### src/rtl/mul_acc_stage.sv
// =============================================================================
// mul_acc_stage
// -----------------------------------------------------------------------------
// Accumulator stage placed directly after the 3x3 array multiplier. It sums a
// packet of 6-bit unsigned products, giving the dot product of two 3-bit
// vectors. A packet closes when the producer flags in_last, or automatically
// once MAX_TERMS products have been accepted. The finished result is then held
// on a valid/ready output until downstream takes it.
//
// Parameters
//   ACC_W      accumulator / result width in bits (>= 6)
//   MAX_TERMS  products per packet before auto-close (1..255)
//
// Optional feature (compile-time macro)
//   SATURATE_EN  defined   : on carry out of the accumulator, acc_out clamps
//                            to 2^ACC_W-1 and stays there for the rest of the
//                            packet; overflow is set.
//                undefined : acc_out wraps modulo 2^ACC_W; overflow is set
//                            and stays set until the result handshake.
//
// Ports
//   clk        in   1      single clock, rising edge
//   rst_n      in   1      asynchronous, active-low reset
//   in_valid   in   1      prod / in_last are valid
//   in_ready   out  1      stage accepts a product this cycle
//   prod       in   6      unsigned product from the multiplier
//   in_last    in   1      this product closes the packet
//   out_valid  out  1      acc_out / n_terms / overflow hold a finished result
//   out_ready  in   1      downstream takes the result
//   acc_out    out  ACC_W  packet sum (running sum while accumulating)
//   n_terms    out  8      number of products in the packet
//   overflow   out  1      sum exceeded 2^ACC_W-1 at some point in the packet
//
// Timing
//   in_ready and out_valid are decoded from the state register only, so
//   neither handshake has a combinational path through this stage. The result
//   appears one cycle after the closing accept. The cycle in which the result
//   is handed off is a one-cycle bubble: no product is accepted in it.
// =============================================================================
module mul_acc_stage #(
    parameter int ACC_W     = 12,
    parameter int MAX_TERMS = 16
) (
    input  logic             clk,
    input  logic             rst_n,
    input  logic             in_valid,
    output logic             in_ready,
    input  logic [5:0]       prod,
    input  logic             in_last,
    output logic             out_valid,
    input  logic             out_ready,
    output logic [ACC_W-1:0] acc_out,
    output logic [7:0]       n_terms,
    output logic             overflow
);

    // -------------------------------------------------------------------------
    // Elaboration-time parameter sanity
    // -------------------------------------------------------------------------
    if (ACC_W < 6) begin : g_bad_acc_w
        $error("mul_acc_stage: ACC_W must be >= 6");
    end
    if (MAX_TERMS < 1 || MAX_TERMS > 255) begin : g_bad_max_terms
        $error("mul_acc_stage: MAX_TERMS must be in 1..255");
    end

    // -------------------------------------------------------------------------
    // State encoding
    // -------------------------------------------------------------------------
    localparam logic ST_ACCUM = 1'b0;   // collecting products
    localparam logic ST_HOLD  = 1'b1;   // result presented downstream

    localparam logic [7:0] MAX_TERMS_L = 8'(MAX_TERMS);

    // -------------------------------------------------------------------------
    // Registers
    // -------------------------------------------------------------------------
    logic             r_state;
    logic [ACC_W-1:0] r_acc;
    logic [7:0]       r_n_terms;
    logic             r_overflow;

    // -------------------------------------------------------------------------
    // Datapath
    // -------------------------------------------------------------------------
    logic             w_accept;
    logic             w_release;
    logic [ACC_W:0]   w_prod_ext;
    logic [ACC_W:0]   w_sum;
    logic             w_carry;
    logic [ACC_W-1:0] w_acc_next;
    logic [7:0]       w_n_next;
    logic             w_close;

    assign w_accept  = in_valid  && (r_state == ST_ACCUM);
    assign w_release = out_ready && (r_state == ST_HOLD);

    // Zero-extend the product to the one-bit-wider sum width. Built this way
    // so it stays legal when ACC_W == 6 (no zero-width replication).
    // NOTE: every variable assigned in always_comb gets a full default first
    // so no path can leave it unassigned and infer a latch.
    always_comb begin
        w_prod_ext      = '0;
        w_prod_ext[5:0] = prod;
    end

    // One extra bit on the adder captures the carry out of bit ACC_W-1.
    assign w_sum   = {1'b0, r_acc} + w_prod_ext;
    assign w_carry = w_sum[ACC_W];

`ifdef SATURATE_EN
    // Once the packet has overflowed, the accumulator stays pinned at full
    // scale even if a later product is zero and would produce no new carry.
    always_comb begin
        w_acc_next = w_sum[ACC_W-1:0];
        if (w_carry || r_overflow) begin
            w_acc_next = '1;
        end
    end
`else
    // Wrapping accumulator: plain modulo 2^ACC_W.
    assign w_acc_next = w_sum[ACC_W-1:0];
`endif

    assign w_n_next = r_n_terms + 8'd1;

    // Packet closes on an explicit last flag or on reaching the term limit.
    assign w_close = in_last || (w_n_next == MAX_TERMS_L);

    // -------------------------------------------------------------------------
    // State and accumulator registers
    // -------------------------------------------------------------------------
    // NOTE: sequential state uses non-blocking assignments so every register
    // samples pre-edge values regardless of statement order.
    always_ff @(posedge clk or negedge rst_n) begin
        if (!rst_n) begin
            r_state    <= ST_ACCUM;
            r_acc      <= '0;
            r_n_terms  <= '0;
            r_overflow <= 1'b0;
        end else if (w_accept) begin
            r_acc      <= w_acc_next;
            r_n_terms  <= w_n_next;
            r_overflow <= r_overflow | w_carry;
            if (w_close) begin
                r_state <= ST_HOLD;
            end
        end else if (w_release) begin
            // Result taken: start a fresh packet next cycle. The handshake
            // cycle itself accepts nothing because in_ready is low in HOLD.
            r_state    <= ST_ACCUM;
            r_acc      <= '0;
            r_n_terms  <= '0;
            r_overflow <= 1'b0;
        end
    end

    // -------------------------------------------------------------------------
    // Outputs: handshake flags are pure state decodes.
    // -------------------------------------------------------------------------
    assign in_ready  = (r_state == ST_ACCUM);
    assign out_valid = (r_state == ST_HOLD);
    assign acc_out   = r_acc;
    assign n_terms   = r_n_terms;
    assign overflow  = r_overflow;

endmodule

### config.mk
export PLATFORM = sky130hd
export DESIGN_NAME = mul_acc_stage
export DESIGN_NICKNAME = d
export VERILOG_FILES = /design/src/rtl/mul_acc_stage.sv
export SDC_FILE = /design/constraint.sdc
export NUM_CORES = 1
export LEC_CHECK = 0
export BUFFER_PORTS_ARGS = -buffer_cell sky130_fd_sc_hd__clkbuf_2
export CORE_MARGIN = 2
export CORE_UTILIZATION = 52
export DETAILED_ROUTE_END_ITERATION = 16
export GPL_ROUTABILITY_DRIVEN = 0
export PLACE_DENSITY = 0.79
export SETUP_SLACK_MARGIN = 0.02
export SLEW_MARGIN = 20
export SYNTH_ARGS = -nofsm -noshare
export SYNTH_HDL_FRONTEND = slang
export SYNTH_SLANG_ARGS = --single-unit
### constraint.sdc
create_clock -name clk -period 2.15 [get_ports clk]
set_clock_uncertainty 0.1 [all_clocks]
set_input_delay 0.645 -clock clk [delete_from_list [all_inputs] [get_ports clk]]
set_output_delay 0.645 -clock clk [all_outputs]
set_load 0.02 [all_outputs]
==> results_dict.tcl <==
set metrics [dict create \
    status "complete, no violations" \
    num_io_pins 34 \
    root_buffer "clkbuf_4" \
    crit_path_max_fanout 3 \
    cts.clk_slew.worst_paths_ps 130 \
    synth_commonest_cells "22 x dfrtp_1, 20 x nand2_1, 12 x nand3_1" \
    synth_top_area_cell "dfrtp_1" \
    finalMaxSlewViolations 0 \
    netlist.area_leader.share_pct 41.43 \
    antenna_found_initial 0 \
    overflow 0 \
    hp-class "input pin to asynchronous set/reset pin" \
    synth_cells 134 \
    wl_um 3047 \
    avgRoutedWirePerCell_um 14.94 \
    route.detailed.drc 0 \
    synth-seq-cells 22 \
    grt_max_degree 23 \
    avgSynthCellArea_um2 9.916 \
    final_hold_viol_count 0 \
    cts_buffers 3 \
    die_w_um 54.55 \
    synthesis.nets 153 \
    grt_pass1_wl_um 4767 \
    synth_ff_type "dfrtp_1" \
    ys_warn_count 0 \
    fin_ws_ps 125.1 \
    dpl.hpwl_um 2257 \
    dp_slack_ps -175.4 \
    post-synth-top-count-cell "dfrtp_1" \
    yosysSeqAreaShare_pct 41.43 \
    diodes 0 \
    num_rows 18 \
    clk_latency_ps 310 \
    initial_utilization_pct 54.13 \
    place_area_mm2 0.001577 \
    vias 1205 \
    coreArea_mm2 0.002455 \
    cts_setup_buffers 0 \
    synth_edf_count 0 \
    max_freq_mhz 493.8 \
    slew_headroom_pct 61.94 \
    drive_above_1_share_pct 29.89 \
    via_per_inst 5.907 \
    syn-cell-area_mm2 0.001329 \
    grt_pass1_vias 1088 \
    min_period_over_period_pct 94.18 \
    cts_hold_buf 0 \
    critPathCaptureType "flip-flop" \
    path_class "flip-flop to flip-flop" \
    ctsLongestPathBuffers 2 \
    crit_path_start_kind "flip-flop" \
    die_y_um 54.55 \
    htree_num_levels 1 \
    setup_viol 0 \
    yosys-top-cells-area "dfrtp_1 41%, ha_1 6.6%, nand2_1 5.6%" \
    rsz0062_at_grt "false" \
    syn_to_final_growth_pct 21.94 \
    fin_setup_tns_ps 0 \
    nets 194 \
    ir_drop_v 0.0006705 \
    power_leakage_uw 0.0008236 \
    fin_area_mm2 0.001620 \
    synthArstFlopShare_pct 100.0 \
    crit_arrival_ps 2160 \
    track_usage_pct 22.82 \
    yosysUniqueCellTypes 37 \
    totalPowerFinal_uw 1772 \
    cts_resized 0 \
    maxCapViolCount 0 \
    ant_nets 0 \
    period_minus_slack_ps 2025 \
    cts_tree "yes" \
    worstMarginPinSlew_ps 570.9 \
    power_density_mw_per_mm2 1093 \
    cp.required_ps 2290 \
    drt_iter0_drc 19 \
    dieArea_mm2 0.002976 \
    io_buffer_count 33 \
    cts.sinks 22 \
    drt_first_pass_iters 4 \
]
-- report_power, final --
group / total, uW / leakage, uW / switching (uW) / internal, uW
combinational: 888 / 0.000509 / 525 / 363
clock: 233 / 0.0000210 / 130 / 103
sequential: 651 / 0.000294 / 138 / 513
-- sequential cells by signal, indices dropped and copies added (netlist names) --
register and count:
overflow 1, out_valid 1, n_terms 8, acc_out 12
-- critical path: stages, from the launching register on --
cell and delay [ps]:
dfrtp_1 450, ha_4 180, fa_2 360, a211oi_2 190, nor2_1 110, o311ai_1 330, mux2i_1 230
-- cell families after synthesis --
group | share of synthesized area [%]
and+or+nand+nor | 19.30
AOI/OAI and AO/OA | 21.19
DFF | 41.43
adders and majority gates | 8.098
xor gates and xnor gates | 4.614
buffers and inverters | 2.353
muxes | 3.013
-- cell type report --
class,instances,area (um^2)
repair buffers,39,210.2
inverters,3,11.26
clock buffers,4,36.28
fillers,203,834.6
well taps,30,37.54
flip-flops and latches,22,550.5
multi-input cells,106,774.5
-- metrics by stage --
stage,cells,hold slack [ps],utilization [%]
finish,204,202.4,66.00
global route,204,237.2,66.00
CTS,204,215.1,65.70
detailed placement,200,391.6,64.22
global placement,200,382.7,64.22
floorplan,134,249.4,-
-- path summary, 6_finish.rpt --
check                           cells past startpoint                    start                       to  slack, ps
min in group clk                                    1  acc_out[11]$_DFFE_PN0P_  acc_out[11]$_DFFE_PN0P_        420
worst max register to register                      6   acc_out[0]$_DFFE_PN0P_   acc_out[8]$_DFFE_PN0P_        130
worst min-delay path                                1                    rst_n   acc_out[1]$_DFFE_PN0P_        200
worst max-delay path                                6   acc_out[0]$_DFFE_PN0P_   acc_out[8]$_DFFE_PN0P_        130
worst min register to register                      1  acc_out[11]$_DFFE_PN0P_  acc_out[11]$_DFFE_PN0P_        420
max in group asynchronous                           1                    rst_n   acc_out[6]$_DFFE_PN0P_       1370
-- per-layer routing --
metal,up-vias,wire [um],GRT usage (%)
met2,33,1460,36.75
met3,6,134,4.645
met4,0,42,8.750
met1,590,1409,30.05
li1,576,-,-
met5,-,0,0
-- cells in the final DEF, fill, tap and decap left out, types with 2 or more instances in the layout --
master	netlist	layout
xor2_1	5	5
nand2_1	20	20
nor2b_1	2	2
o21ai_1	11	11
nor2_1	6	6
buf_4	2	6
ha_1	7	6
nand3_1	12	12
clkbuf_2	0	33
o21ai_0	2	2
a21oi_1	3	3
o31ai_1	2	2
a21o_1	2	2
clkbuf_4	0	3
o211ai_1	2	2
and3_1	2	2
mux2i_1	4	4
nand3b_1	2	2
inv_1	3	3
xnor2_1	2	2
a22o_1	4	4
dfrtp_1	22	22
Power figures use the tool's default switching activity.
